===== src/rtl/rgb_seq_pkg.sv =====
// Shared types and constants for the RGB colour-fade sequencer:
// duty/index widths, the four-colour palette, state encodings and
// the per-channel "one count toward target" step helper.
package rgb_seq_pkg;

  localparam int DUTY_W     = 8;
  localparam int NUM_COLORS = 4;
  localparam int IDX_W      = 2;

  // Palette entries packed as {red, green, blue}
  localparam logic [3*DUTY_W-1:0] PAL_RED   = 24'hFF0000;
  localparam logic [3*DUTY_W-1:0] PAL_GREEN = 24'h00FF00;
  localparam logic [3*DUTY_W-1:0] PAL_BLUE  = 24'h0000FF;
  localparam logic [3*DUTY_W-1:0] PAL_WHITE = 24'hFFFFFF;

  // Encodings are visible on o_state, so they are pinned explicitly
  typedef enum logic [1:0] {
    ST_IDLE = 2'd0,
    ST_FADE = 2'd1,
    ST_HOLD = 2'd2
  } seq_state_t;

  // Palette lookup by colour index
  function automatic logic [3*DUTY_W-1:0] palette_color(input logic [IDX_W-1:0] idx);
    logic [3*DUTY_W-1:0] color;
    case (idx)
      2'd0:    color = PAL_RED;
      2'd1:    color = PAL_GREEN;
      2'd2:    color = PAL_BLUE;
      default: color = PAL_WHITE;
    endcase
    return color;
  endfunction

  // Move one count toward the target; equal values stay put, so a
  // channel can never overshoot or wrap
  function automatic logic [DUTY_W-1:0] step_toward(input logic [DUTY_W-1:0] cur,
                                                    input logic [DUTY_W-1:0] tgt);
    logic [DUTY_W-1:0] nxt;
    if (cur < tgt) begin
      nxt = cur + DUTY_W'(1);
    end else if (cur > tgt) begin
      nxt = cur - DUTY_W'(1);
    end else begin
      nxt = cur;
    end
    return nxt;
  endfunction

endpackage


===== src/rtl/rgb_fade_sequencer_tick_gen.sv =====
// Fade-step prescaler: counts enabled clocks modulo TICK_DIV and flags
// the edge on which the count wraps. The tick is decoded from the
// current count so the sequencer acts on that very edge.
module tick_gen #(
  parameter int TICK_DIV = 46875
) (
  input  logic clk,
  input  logic reset,
  input  logic clear,
  input  logic enable,
  output logic tick
);

  localparam int CNT_W = (TICK_DIV > 2) ? $clog2(TICK_DIV) : 1;
  localparam logic [CNT_W-1:0] CNT_LAST = CNT_W'(TICK_DIV - 1);

  logic [CNT_W-1:0] cnt;

  assign tick = enable && (cnt == CNT_LAST);

  // Prescale counter: held at zero while cleared, frozen while disabled
  always_ff @(posedge clk) begin
    if (reset || clear) begin
      cnt <= '0;
    end else if (enable) begin
      if (cnt == CNT_LAST) begin
        cnt <= '0;
      end else begin
        cnt <= cnt + CNT_W'(1);
      end
    end
  end

endmodule


===== src/rtl/rgb_fade_sequencer.sv =====
// RGB colour-fade sequencer. Walks the palette red -> green -> blue ->
// white -> red, fading each channel linearly one count per step, then
// holding each colour for HOLD_TICKS steps. Drives three 8-bit PWM duty
// words; LED pin inversion is left to the board top.
module rgb_fade_sequencer
  import rgb_seq_pkg::*;
#(
  parameter int TICK_DIV   = 46875,
  parameter int HOLD_TICKS = 256
) (
  input  logic             i_clk,
  input  logic             i_reset,
  input  logic             i_enable,
  input  logic             i_next,
  output logic [7:0]       o_duty_r,
  output logic [7:0]       o_duty_g,
  output logic [7:0]       o_duty_b,
  output logic [1:0]       o_color_idx,
  output logic [1:0]       o_state,
  output logic             o_step
);

  localparam int HOLD_W = (HOLD_TICKS > 2) ? $clog2(HOLD_TICKS) : 1;
  localparam logic [HOLD_W-1:0] HOLD_LAST = HOLD_W'(HOLD_TICKS - 1);

  seq_state_t          state;
  logic [DUTY_W-1:0]   duty_r;
  logic [DUTY_W-1:0]   duty_g;
  logic [DUTY_W-1:0]   duty_b;
  logic [IDX_W-1:0]    color_idx;
  logic [HOLD_W-1:0]   hold_cnt;
  logic                step;

  logic                run;
  logic                tick;
  logic [3*DUTY_W-1:0] target;
  logic [DUTY_W-1:0]   next_r;
  logic [DUTY_W-1:0]   next_g;
  logic [DUTY_W-1:0]   next_b;
  logic                fade_done;
  logic                hold_expired;
  logic                advance;

  // The prescaler only runs outside IDLE, and is pinned to zero in IDLE
  assign run = i_enable && (state != ST_IDLE);

  tick_gen #(
    .TICK_DIV (TICK_DIV)
  ) u_tick_gen (
    .clk    (i_clk),
    .reset  (i_reset),
    .clear  (state == ST_IDLE),
    .enable (run),
    .tick   (tick)
  );

  // Per-channel step units, one repeated expression per colour
  assign target = palette_color(color_idx);
  assign next_r = step_toward(duty_r, target[3*DUTY_W-1:2*DUTY_W]);
  assign next_g = step_toward(duty_g, target[2*DUTY_W-1:DUTY_W]);
  assign next_b = step_toward(duty_b, target[DUTY_W-1:0]);
  assign fade_done = ({next_r, next_g, next_b} == target);

  // A forced skip and a natural expiry on the same edge collapse into one advance
  assign hold_expired = tick && (hold_cnt == HOLD_LAST);
  assign advance      = i_enable && (i_next || hold_expired);

  // Sequencer state machine with registered duties, index and step pulse
  always_ff @(posedge i_clk) begin
    if (i_reset) begin
      state     <= ST_IDLE;
      duty_r    <= '0;
      duty_g    <= '0;
      duty_b    <= '0;
      color_idx <= '0;
      hold_cnt  <= '0;
      step      <= 1'b0;
    end else begin
      step <= 1'b0;
      case (state)
        ST_IDLE: begin
          duty_r    <= '0;
          duty_g    <= '0;
          duty_b    <= '0;
          color_idx <= '0;
          hold_cnt  <= '0;
          if (i_enable) begin
            state <= ST_FADE;
          end
        end

        ST_FADE: begin
          if (tick) begin
            duty_r <= next_r;
            duty_g <= next_g;
            duty_b <= next_b;
            step   <= 1'b1;
            if (fade_done) begin
              state    <= ST_HOLD;
              hold_cnt <= '0;
            end
          end
        end

        ST_HOLD: begin
          if (tick) begin
            step <= 1'b1;
          end
          if (advance) begin
            color_idx <= color_idx + IDX_W'(1);
            hold_cnt  <= '0;
            state     <= ST_FADE;
          end else if (tick) begin
            hold_cnt <= hold_cnt + HOLD_W'(1);
          end
        end

        default: begin
          state <= ST_IDLE;
        end
      endcase
    end
  end

  assign o_duty_r    = duty_r;
  assign o_duty_g    = duty_g;
  assign o_duty_b    = duty_b;
  assign o_color_idx = color_idx;
  assign o_state     = state;
  assign o_step      = step;

endmodule


===== config.mk =====
export PLATFORM = sky130hd
export DESIGN_NAME = rgb_fade_sequencer
export DESIGN_NICKNAME = d
export VERILOG_FILES = /design/src/rtl/rgb_seq_pkg.sv /design/src/rtl/rgb_fade_sequencer_tick_gen.sv /design/src/rtl/rgb_fade_sequencer.sv
export SDC_FILE = /design/constraint.sdc
export NUM_CORES = 1
export LEC_CHECK = 0
export ABC_AREA = 1
export CAP_MARGIN = 10
export CORE_ASPECT_RATIO = 0.9
export CORE_MARGIN = 3
export CORE_UTILIZATION = 29
export DETAILED_ROUTE_END_ITERATION = 8
export HOLD_SLACK_MARGIN = 0.15
export SLEW_MARGIN = 20
export SYNTH_ARGS = -nofsm -noshare
export SYNTH_HDL_FRONTEND = slang
export SYNTH_HIERARCHICAL = 1
export SYNTH_SLANG_ARGS = --single-unit

===== constraint.sdc =====
create_clock -name i_clk -period 6.9 [get_ports i_clk]
set_input_delay 0.69 -clock i_clk [delete_from_list [all_inputs] [get_ports i_clk]]
set_output_delay 0.69 -clock i_clk [all_outputs]
set_load 0.1 [all_outputs]

Word-level counts from Yosys, hierarchy flattened. Index checks and enable logic that the tools add are counted.

Bits in registers: 53. Input bits: 4. Output and inout port bits: 29. Logic and storage cells: 81.

Add/sub/neg operators: 9. $lt $le $gt $ge: 6. Equality and inequality tests: 12. Multiplexer cells: 27. Bitwise gates (word level): 1. Reduce and logical (&&, ||, !) cells: 18.

Operators by type and width (count): $mux W8 (13); $pmux W24 S3 (1); $pmux W8 S2 (3); $add A8 B1 Y8 const B (4); $eq A24 B24 Y1 (1); $gt A8 B8 Y1 (3); $lt A8 B8 Y1 (3); $pmux W8 S3 (1); $sub A8 B1 Y8 const B (3); $add A16 B1 Y16 const B (1); $eq A16 B16 Y1 const B (1); $mux W16 (1); $mux W2 (5); $eq A8 B8 Y1 const B (1); $ne A2 B2 Y1 const B (4); $reduce_and A4 Y1 (2); $pmux W2 S3 (1); $reduce_bool A2 Y1 (3); $eq A2 B1 Y1 const B (2); $eq A2 B2 Y1 const B (2); $logic_and A1 B1 Y1 (4); $logic_not A2 Y1 (2); $pmux W2 S2 (1); $reduce_and A2 Y1 (2); other kinds (7) (9).

Logic depth before layout (Yosys ltp). Gate-level depths: netlist (run 1).

Depth in word-level cells: 9. Mapped depth: 25. Mapped depth without buffers: 24.

Modules after synthesis. The synthesis (run 1) kept the hierarchy.

Modules (own cells, without submodules): rgb_fade_sequencer (times used 1, cells an instance 660, area an instance 3885.0 sq um); tick_gen (times used 1, cells an instance 140, area an instance 892.1 sq um).

Worst setup path before layout (run 1). No wires, ideal clock.

Path type: register to register. Start: register color_idx[0] (netlist: o_color_idx[0]). End: register state[0] (netlist: o_state[0]). Library setup time: 66 ps. Arrival: 4048 ps. Path slack: 2786 ps. Stages on the path, launching flop included: 23. Path buffers: 2. Clock period less this slack: 4114 ps. Cells stage by stage: dfxtp_1 inv_1 ha_1 inv_1 ha_1 a21o_1 nor2_2 nand2_1 buf_2 nand2_1 nand2_1 nand2_1 nand2_1 nor2_1 nand2_1 nor2_1 nand2_1 nand2_1 nand2_1 o21ai_4 buf_6 a21oi_1 nor2_1.

Word-level cells in the longest chain between the ends: 8.

Ends and longest elaborated chain: start, declared (line rgb_fade_sequencer.sv:30) `logic [IDX_W-1:0] color_idx;`; start signal, assigned (line rgb_fade_sequencer.sv:110) `color_idx <= color_idx + IDX_W'(1);`; $eq A2 B2 Y1, or another cell as far along (line rgb_seq_pkg.sv:26) `case (idx)`; $pmux W24 S3 (*) (line rgb_seq_pkg.sv:26); $gt A8 B8 Y1 (line rgb_seq_pkg.sv:42) `end else if (cur > tgt) begin`; $mux W8 (line rgb_seq_pkg.sv:42); $mux W8 (line rgb_seq_pkg.sv:40) `if (cur < tgt) begin`; $eq A24 B24 Y1 (*) (line rgb_fade_sequencer.sv:62) `assign fade_done = ({next_r, next_g, next_b} == target);`; $ne A2 B2 Y1 (no line) (*); $reduce_and A4 Y1 (no line) (*); end signal, assigned (line rgb_fade_sequencer.sv:71) `state <= ST_IDLE;`; end signal, assigned (line rgb_fade_sequencer.sv:88) `state <= ST_FADE;`; end signal, assigned (line rgb_fade_sequencer.sv:99) `state <= ST_HOLD;`; end, declared (line rgb_fade_sequencer.sv:26) `seq_state_t state;`.

Every way passes the cells marked *; elsewhere a longest branch is shown, timed or not. A chain may end at the register's enable or synchronous reset.

Worst setup path in the final report (run 1).
Start: register color_idx[0] (netlist: o_color_idx[0]). End: register hold_cnt[6].

Word-level cells in the longest chain between the ends: 8.

Ends and longest elaborated chain: $eq A2 B2 Y1, or another cell as far along (line rgb_seq_pkg.sv:26); $pmux W24 S3 (*) (line rgb_seq_pkg.sv:26); $gt A8 B8 Y1 (line rgb_seq_pkg.sv:42); $mux W8 (line rgb_seq_pkg.sv:42); $mux W8 (line rgb_seq_pkg.sv:40); $eq A24 B24 Y1 (*) (line rgb_fade_sequencer.sv:62); $ne A2 B2 Y1 (no line) (*); $reduce_and A4 Y1 (no line) (*); end signal, assigned (line rgb_fade_sequencer.sv:114) `hold_cnt <= hold_cnt + HOLD_W'(1);`; end, declared (line rgb_fade_sequencer.sv:31) `logic [HOLD_W-1:0] hold_cnt;`.

Marked as above.

==> results of run 1 <==
cell usage in the layout (no fill, tap or decap), types with 6 or more instances in the layout:
| master | netlist | final |
|---|---|---|
| nor2_1 | 89 | 89 |
| nand3b_1 | 7 | 7 |
| a21oi_1 | 50 | 49 |
| nand2_2 | 11 | 11 |
| nand2_1 | 271 | 271 |
| nand3_1 | 86 | 86 |
| nor3_1 | 9 | 9 |
| inv_1 | 69 | 69 |
| dfxtp_1 | 53 | 53 |
| xor2_1 | 27 | 27 |
| inv_2 | 10 | 10 |
| or2_2 | 6 | 6 |
| ha_1 | 33 | 33 |
| o21ai_0 | 10 | 10 |
| clkdlybuf4s50_1 | 0 | 32 |
| nor2_2 | 7 | 7 |
| nand4_1 | 11 | 11 |
power by group through the flow:
stage / combinational (mW) / sequential, mW / clock (mW)
after global routing: 0.651 / 0.373 / 0.341
after floorplan: 0.419 / 0.408 / 0
final: 0.562 / 0.369 / 0.320
after global placement: 0.564 / 0.375 / 0
after detailed placement: 0.564 / 0.375 / 0
after CTS: 0.566 / 0.368 / 0.332
per-layer routing:
metal	global-route usage (%)	vias up	part of all wire (%)
li1	-	2580	-
met4	2.56	0	0.68
met1	18.9	2081	51
met5	0	-	0
met2	21.9	87	45
met3	1.72	7	3.7
sequential cells by signal, indices dropped and copies added (netlist names):
register and cells:
o_state 2, o_duty_g 8, o_color_idx 2, o_duty_b 8
o_duty_r 8, u_tick_gen/cnt 16, hold_cnt 8, o_step 1
synth_stat cells (4+ instances only):
| cell type | number | area share, % |
|---|---|---|
| nand2_1 | 271 | 21 |
| nor2_1 | 89 | 7.0 |
| nand3_1 | 86 | 9.0 |
| inv_1 | 69 | 5.4 |
| dfxtp_1 | 53 | 22 |
| a21oi_1 | 50 | 5.2 |
| ha_1 | 33 | 8.6 |
| xor2_1 | 27 | 5.0 |
| clkbuf_1 | 12 | 0.94 |
| nand2_2 | 11 | 1.4 |
| nand4_1 | 11 | 1.4 |
| inv_2 | 10 | 0.79 |
| o21ai_0 | 10 | 1.0 |
| nor3_1 | 9 | 0.94 |
| nand3b_1 | 7 | 1.1 |
| nor2_2 | 7 | 0.92 |
| or2_2 | 6 | 0.79 |
| clkinv_1 | 4 | 0.31 |
worst paths after layout:
| check | startpoint | cells past startpoint | end |
|---|---|---|---|
| setup / recovery | o_color_idx[0] | 19 | hold_cnt[6] |
| hold / removal | hold_cnt[7] | 2 | hold_cnt[7] |
| setup reg to reg | o_color_idx[0] | 19 | hold_cnt[6] |
| hold reg to reg | hold_cnt[7] | 2 | hold_cnt[7] |
stage by stage:
| stage | cells | total power [mW] |
|---|---|---|
| 2_1_floorplan | 800 | 0.827 |
| 4_1_cts | 1020 | 1.27 |
| 3_3_place_gp | 1012 | 0.939 |
| 5_1_grt | 1020 | 1.37 |
| 3_5_place_dp | 1012 | 0.939 |
| 6_report | 1020 | 1.25 |
cells by family (layout without fill, tap and decap cells):
logic type	after synthesis	count (layout)	share of synthesized area, %
xor gates and xnor gates	28	28	5.13
AOI/OAI and AO/OA	71	71	8.36
and+or+nand+nor	508	508	46.3
adders and majority gates	33	33	8.64
buffers and inverters	106	124	9.11
DFF	53	53	22.2
muxes	1	1	0.210
final cells by class:
class | count | area [um^2]
flip-flops and latches | 53 | 1060
fillers | 1719 | 10300
clock buffers | 5 | 125
repair buffers | 33 | 328
clock inverters | 3 | 65.1
inverters | 83 | 312
multi-input cells | 641 | 3280
well taps | 202 | 253
worst max-delay path: cells and delay by family (launching register included):
family	cells	cell delay, ns
simple gates	12	1.42
flops	1	0.45
buf+inv	3	0.74
compound gates	2	0.62
fa+ha+maj	2	0.71
==> flow_summary_export.csv, run 1 <==
group,metric,value,unit
timing,finalSetupTns,0,ns
yosys,ys_ff_latch,53,
placed_design,place.gp.congestion,0.857,
detailed_routing,drtPass1Iterations,5,
detailed_routing,drtIter0Drc,235,
yosys,async_flop_share,0,%
clocking,cts_made_buffers,5,
final_layout,diodes,0,
floorplanning,initial_core_util,30.3,%
flow_run,cap_violations,0,
clocking,ctsHoldBuffers,0,
timing,fin_crit_sh,58.4,%
clocking,cts_sinks,53,
grt,grt_first_pass_wirelength,20600,um
power,p_int,0.711,mW
power,ir_worst_vdd,114,uV
final_layout,nets,854,
placed_design,dp_hpwl,8920,um
floorplanning,io_pins,33,
power,cellPowerDensity,230,nW/um^2
detailed_routing,via_per_inst,4.66,
timing,hold_viol_final,0,
worst_setup_path,rrSetupSlack,2.87,ns
outcome,status,"finished, final reports clean",
timing,setup_viol,0,
worst_setup_path,worst_setup_path_start_kind,"register",
clocking,cts_resized,0,
detailed_routing,wire_per_inst,11.5,um
detailed_routing,drc,0,
clocking,h-tree-depth,2,
worst_setup_path,worstPathRequired,7.09,ns
power,p_switching,0.539,mW
final_layout,area_growth,13.6,%
detailed_routing,drtAntennaViolNets,0,
yosys,synth_cell_types,40,
yosys,synth.yosys.warnings,6,
worst_setup_path,cp_slowest_cell,"dfxtp_1",
yosys,synthesis.area,4780,um^2
worst_setup_path,crit_top_cell,"nand2_1",
detailed_routing,wirelength,11800,um
yosys,ys_seq_area_share,22.2,%
floorplanning,rows,43,
floorplanning,fp.dieH,128,um
final_layout,fin_area,5430,um^2
worst_setup_path,slowest_delay,0.45,ns
clocking,cts_setup_buffers,0,
timing,timing.hold.ws,0.480,ns
power,power_switching_share,43.1,%
worst_setup_path,cp-end-kind,"register",
final_layout,final_util,34.4,%
timing,worst_slack,2.87,ns
floorplanning,coreArea,15800,um^2
worst_setup_path,path_cells,"inv_1, ha_1, inv_1, ha_1, a21o_1, nor2_2, nand2_1, inv_1, nand2_1, nand3_1, nand2_1, nor3_1, nand2_1, nand2_1, nand2_1, o21ai_4, nand3_1, nand2_1, nor2_1",
clocking,clk_pin_slew,0.07,ns
grt,grt_pass1_vias,4493,
power,pwr-share-comb,44.9,%
grt,grt_start_max_net_pins,29,
yosys,ys.flop_type,"dfxtp_1",
detailed_routing,vias,4755,
timing,rsz0062_at_grt,"no",
worst_setup_path,crit_type,"register to register",
timing,slew_headroom,32.5,%
grt,grt_antenna_before_repair,0,
power,clkPwrFrac,25.6,%
timing,finalCriticalPeriod,4.03,ns
yosys,synth_edf_count,0,
placed_design,port_buffers,32,
power,leakage,2.55,nW
worst_hold_path,hold_path.class,"register to register",
yosys,synth_fp_nets,837,
clocking,cts_tree,"done",
timing,fmax,248,MHz
worst_setup_path,crit_fanout,19,
worst_setup_path,arrival,4.22,ns
clocking,clk_path_buf_depth,2,
timing,finalClockSkew,0.00810,ns
yosys,synth_area_per_cell,5.97,um^2
final_layout,drive_above_1_share,6.97,%
floorplanning,die_area,18100,um^2
grt,grt_overflow,0,
floorplanning,die_width,141,um
placed_design,post-place-ws,2.44,ns
clocking,cts_root_buf,"clkbuf_16",
clocking,clock_latency,0.29,ns
power,p_seq_share,29.5,%
grt,grt_usage,13.3,%
yosys,synthCells,800,
timing,maxSlewViolCount,0,
placed_design,place_area,5230,um^2
timing,tightest_slew,1.01,ns
(Power assumes the default switching activity.)
==> run 2, diff against run 1 <==
==> constraint.sdc (replaced) <==
create_clock -name i_clk -period 3.7 [get_ports i_clk]
set_input_delay 0.37 -clock i_clk [delete_from_list [all_inputs] [get_ports i_clk]]
set_output_delay 0.37 -clock i_clk [all_outputs]
set_load 0.1 [all_outputs]
==> run 2 against run 1 <==
Combinational power rose by 94%; core utilization rose by 0.80 points; non-clock buffer count rose by 15; clock skew rose by 0.00094 ns; largest cell class unchanged.
==> flow_summary_export.csv, run 2 (synthesis results as in run 1) <==
group,metric,value,unit
final_layout,fin_area,5550,um^2
timing,finalSetupTns,0,ns
timing,maxSlewViolCount,0,
detailed_routing,vias,4852,
power,leakage,2.61,nW
final_layout,mostFrequentLayoutCell,"nand2_1",
timing,slew_headroom,31.4,%
placed_design,place.gp.congestion,0.885,
worst_setup_path,cp-end-kind,"register",
placed_design,port_buffers,32,
detailed_routing,drtAntennaViolNets,0,
worst_setup_path,arrival,3.45,ns
worst_setup_path,crit_fanout,19,
grt,grt_usage,13.4,%
worst_setup_path,crit_type,"register to register",
power,ir_worst_vdd,265,uV
final_layout,drive_above_1_share,9.23,%
detailed_routing,via_per_inst,4.68,
floorplanning,die_width,141,um
grt,grt_overflow,0,
timing,fmax,307,MHz
clocking,cts_made_buffers,5,
final_layout,area_growth,16.3,%
placed_design,post-place-ws,0.195,ns
grt,grt_antenna_before_repair,0,
clocking,clk_path_buf_depth,2,
final_layout,regMostFlops,"u_tick_gen/cnt",
grt,grt_first_pass_wirelength,20900,um
detailed_routing,drtPass1Iterations,5,
clocking,clock_latency,0.29,ns
timing,tightest_slew,1.03,ns
flow_run,cap_violations,0,
timing,worst_slack,0.441,ns
clocking,clk_pin_slew,0.08,ns
final_layout,layout.cells.non_filler,1036,
worst_setup_path,worstPathRequired,3.89,ns
final_layout,largest_reg_flops,16,
floorplanning,rows,43,
detailed_routing,wirelength,11800,um
floorplanning,fp.dieH,128,um
timing,rsz0062_at_grt,"no",
detailed_routing,drc,0,
grt,grt_pass1_vias,4484,
clocking,cts_sinks,53,
detailed_routing,wire_per_inst,11.4,um
final_layout,num-fill-cells,1687,
placed_design,place_area,5310,um^2
floorplanning,io_pins,33,
timing,hold_viol_final,0,
outcome,status,"finished, final reports clean",
floorplanning,die_area,18100,um^2
placed_design,dp_hpwl,8880,um
timing,finalClockSkew,0.00904,ns
grt,grt_start_max_net_pins,29,
clocking,h-tree-depth,2,
final_layout,diodes,0,
timing,fin_crit_sh,88.1,%
worst_setup_path,worst_setup_path_start_kind,"register",
timing,timing.hold.ws,0.485,ns
detailed_routing,drtIter0Drc,322,
floorplanning,coreArea,15800,um^2
floorplanning,initial_core_util,30.3,%
clocking,cts_root_buf,"clkbuf_16",
timing,finalCriticalPeriod,3.26,ns
final_layout,layout_common_cells,"270 x nand2_1, 89 x nor2_1, 86 x nand3_1",
timing,setup_viol,0,
power,cellPowerDensity,416,nW/um^2
placed_design,place_inst,1022,
clocking,cts_tree,"done",
worst_hold_path,hold_path.class,"register to register",
final_layout,nets,870,
==> run 2: layer usage <==
metal / up-vias / global-route usage (%) / wire length, um
met3: 9 / 1.86 / 350
li1: 2621 / - / -
met2: 82 / 22.0 / 5130
met4: 0 / 2.62 / 90
met1: 2140 / 18.7 / 6230
met5: - / 0 / 0
==> run 2: metrics by stage <==
stage | util (%) | total power [mW]
detailed placement | 33.7 | 1.75
global placement | 33.7 | 1.75
floorplan | - | 1.54
finish | 35.2 | 2.31
CTS | 34.8 | 2.29
global route | 35.2 | 2.51
==> run 2: path summary, 6_finish.rpt <==
path                                         from                end  slack, ns  cells after the start
worst max-delay path               o_color_idx[0]         o_state[0]       0.44                     23
worst max register to register     o_color_idx[0]         o_state[0]       0.44                     23
worst min-delay path            u_tick_gen/cnt[0]  u_tick_gen/cnt[0]       0.49                      2
worst min register to register  u_tick_gen/cnt[0]  u_tick_gen/cnt[0]       0.49                      2
==> run 2: what timing repair did <==
item,CTS,global route
hold buffers,0,0
buffers inserted,0,5
endpoints found under the setup margin,0,10
gates resized for setup,0,5
==> run 2: layout make-up <==
class | count | area [um^2] | area share, %
timing repair inverter | 1 | 7.51 | 0.135
sequential | 53 | 1060 | 19.1
clock buffer | 5 | 125 | 2.25
multi-input combinational | 641 | 3290 | 59.2
timing repair buffer | 48 | 453 | 8.15
tap | 202 | 253 | 4.55
inverter | 83 | 315 | 5.68
clock inverter | 3 | 46.3 | 0.834
==> run 2: power breakdown <==
| group | leakage [nW] | internal [mW] | total, mW | switching, mW |
|---|---|---|---|---|
| Sequential | 0.429 | 0.626 | 0.683 | 0.0574 |
| Combinational | 2.10 | 0.348 | 1.09 | 0.738 |
| Clock | 0.0800 | 0.321 | 0.542 | 0.221 |
| Total | 2.61 | 1.30 | 2.31 | 1.02 |
==> run 2: critical path, cell delays in order (launching register included) <==
cell	delay (ns)
dfxtp_2	0.33
inv_1	0.05
ha_2	0.38
clkinvlp_4	0.16
ha_1	0.32
nand2_1	0.07
nor2_1	0.15
nand2_1	0.17
nand2_4	0.16
buf_4	0.15
nand3_1	0.09
nand2_1	0.12
nand2_1	0.05
nor2_1	0.11
nand2_1	0.05
nor2_1	0.08
nand2_1	0.06
nand2_1	0.07
nand2_1	0.08
o21ai_4	0.15
buf_12	0.16
nand3_1	0.07
nand2_1	0.07
nor2_1	0.04
==> run 3, diff against run 2 <==
--- a/config.mk
+++ b/config.mk
@@ -7,7 +7,7 @@
 export LEC_CHECK = 0
 export ABC_AREA = 1
 export CAP_MARGIN = 10
-export CORE_ASPECT_RATIO = 0.9
+export CORE_ASPECT_RATIO = 0.8
 export CORE_MARGIN = 3
 export CORE_UTILIZATION = 29
 export DETAILED_ROUTE_END_ITERATION = 8
==> constraint.sdc (replaced) <==
create_clock -name i_clk -period 3.2 [get_ports i_clk]
set_input_delay 0.32 -clock i_clk [delete_from_list [all_inputs] [get_ports i_clk]]
set_output_delay 0.32 -clock i_clk [all_outputs]
set_load 0.1 [all_outputs]
==> run 3 against run 2 <==
Power rose by 21%; clock-buffer cell count did not move; sequential share of layout area fell by 0.99 points; non-clock buffer count rose by 18; setup slack got worse by 0.38 ns; sequential power rose by 17%; via count rose by 2.5%; flip-flop and latch count did not move; worst hold slack got worse by 0.014 ns; critical endpoint is now hold_cnt[1]; largest power group unchanged.
==> flow_summary_export.csv, run 3 (synthesis results as in run 1) <==
group,metric,value,unit
timing,finalCriticalPeriod,3.14,ns
floorplanning,die_width,149,um
worst_hold_path,hold_path.class,"register to register",
final_layout,regMostFlops,"u_tick_gen/cnt",
worst_setup_path,r2r_start,"o_color_idx[0]",
clocking,cts_tree,"done",
grt,grt_overflow,0,
final_layout,layout_common_cells,"254 x nand2_1, 83 x nand3_1, 82 x nor2_1",
timing,slew_headroom,34.3,%
outcome,status,"finished, final reports clean",
detailed_routing,wl_met3,477,um
detailed_routing,wire_per_inst,11.9,um
detailed_routing,met1Wirelength,6800,um
floorplanning,fp.dieH,121,um
worst_setup_path,rrSetupSlack,0.06,ns
power,ir_worst_vdd,309,uV
final_layout,area_growth,23.9,%
power,leakage,2.81,nW
worst_setup_path,cp-end-kind,"register",
timing,setup_viol,0,
worst_hold_path,min_path_cells,2,
final_layout,drive_above_1_share,17.7,%
final_layout,diodes,0,
clocking,cts_sinks,53,
clocking,h-tree-depth,2,
worst_setup_path,worst_setup_path_start_kind,"register",
power,cellPowerDensity,474,nW/um^2
grt,grt_antenna_before_repair,0,
grt,grt_usage,13.6,%
floorplanning,die_area,18100,um^2
worst_hold_path,hold_path_end,"hold_cnt[7]",
timing,rsz0062_at_grt,"yes",
floorplanning,rows,41,
floorplanning,coreArea,16000,um^2
placed_design,place.gp.congestion,0.862,
worst_setup_path,crit_type,"register to register",
worst_setup_path,worstPathRequired,3.39,ns
floorplanning,initial_core_util,29.9,%
worst_setup_path,timing.reg2reg.worst_path_depth,22,
detailed_routing,drc,0,
worst_setup_path,crit_top_cell,"nand2_1",
timing,tightest_slew,0.983,ns
timing,fmax,318,MHz
worst_setup_path,crit_fanout,10,
final_layout,nets,888,
floorplanning,io_pins,33,
detailed_routing,drtAntennaViolNets,0,
final_layout,final_util,37.1,%
detailed_routing,drtPass1Iterations,4,
placed_design,port_buffers,32,
final_layout,mostFrequentLayoutCell,"nand2_1",
detailed_routing,vias,4972,
timing,fin_crit_sh,98.2,%
timing,finalClockSkew,0.00922,ns
clocking,clk_pin_slew,0.07,ns
grt,grt_pass1_vias,4209,
worst_setup_path,cp_slowest_cell,"dfxtp_4",
flow_run,cap_violations,0,
clocking,cts_root_buf,"clkbuf_16",
clocking,ctsHoldBuffers,0,
worst_setup_path,path_cells,"clkinvlp_4, ha_4, inv_8, ha_4, a21o_1, nor2_4, nand2_8, inv_4, nand2_1, nand2_1, nand2_1, nand2_2, nand2_1, nor2_1, nand3_1, nand2_1, nand2_2, o21ai_4, clkbuf_16, nand3_1, nand2_1, nor2_1",
detailed_routing,wirelength,12700,um
worst_setup_path,slowest_delay,0.38,ns
grt,grt_start_max_net_pins,29,
final_layout,largest_reg_flops,16,
detailed_routing,wl_met2,5400,um
detailed_routing,via_per_inst,4.66,
placed_design,dp_hpwl,9330,um
clocking,clock_latency,0.29,ns
timing,timing.hold.ws,0.471,ns
grt,grt_first_pass_wirelength,20700,um
detailed_routing,dr.max_layer_used,"met4",
clocking,cts_made_buffers,5,
clocking,clk_path_buf_depth,2,
worst_setup_path,reg2reg_to,"hold_cnt[1]",
timing,hold_viol_final,0,
worst_hold_path,hp-start,"hold_cnt[7]",
worst_setup_path,arrival,3.33,ns
detailed_routing,drtIter0Drc,299,
timing,maxSlewViolCount,0,
==> run 3: cell types whose count changed in the layout (fill, tap and decap cells not counted), moves of 6 or more <==
cell,previous run,this run
nand2_2,11,23
nand2_1,270,254
ha_4,0,6
clkdlybuf4s50_1,32,16
buf_4,15,44
nor2_1,89,82
==> run 3: power breakdown <==
group | internal (mW) | switching (mW) | total (mW)
Combinational | 0.531 | 0.911 | 1.44
Sequential | 0.730 | 0.0722 | 0.802
Clock | 0.296 | 0.262 | 0.558
==> run 3: how the worst max path moves through the flow <==
stage	slack, ns	cells past startpoint	from	endpoint
floorplan	-0.06	21	o_color_idx[0]	o_state[1]
CTS	0.09	24	o_color_idx[0]	hold_cnt[1]
global route	-0.18	23	o_color_idx[0]	o_state[0]
detailed placement	0.11	24	o_color_idx[0]	hold_cnt[1]
global placement	0.18	21	o_color_idx[0]	o_state[0]
finish	0.06	22	o_color_idx[0]	hold_cnt[1]
==> run 3: area by class of cell <==
type                    instances  area (um^2)
flip-flops and latches         53         1070
well taps                     215          269
clock inverters                 3         25.0
multi-input cells             642         3510
fillers                      1677        10000
inverters                      83          329
clock buffers                   5          125
repair buffers                 66          588
==> run 3: worst max-delay path, delay by kind of cell (launching register included) <==
kind,cells,cell delay [ns]
compound gates,2,0.46
fa+ha+maj,2,0.48
buf+inv,4,0.51
flops,1,0.38
simple gates,14,1.21
==> run 3: timing repair <==
action / CTS / global route
gates resized for setup: 0 / 46
buffers inserted: 0 / 7
setup endpoints to repair: 0 / 10
endpoints found under the hold margin: 0 / 0
==> run 3: layer usage <==
metal | up-vias | GRT usage (%)
met3 | 4 | 1.84
met4 | 0 | 1.89
met5 | - | 0
li1 | 2662 | -
met2 | 83 | 19.7
met1 | 2223 | 21.7
==> run 3: metrics by stage <==
| step | setup WS (ns) | area, um^2 | TNS (ns) | cells | power (mW) |
|---|---|---|---|---|---|
| 3_3_place_gp | 0.182 | 5460 | 0 | 1048 | 2.12 |
| 2_1_floorplan | -0.0567 | 4850 | -0.369 | 800 | 1.81 |
| 4_1_cts | 0.0893 | 5610 | 0 | 1056 | 2.69 |
| 3_5_place_dp | 0.108 | 5460 | 0 | 1048 | 2.12 |
| 6_report | 0.0586 | 5920 | 0 | 1067 | 2.80 |
| 5_1_grt | -0.179 | 5920 | -1.58 | 1067 | 3.06 |
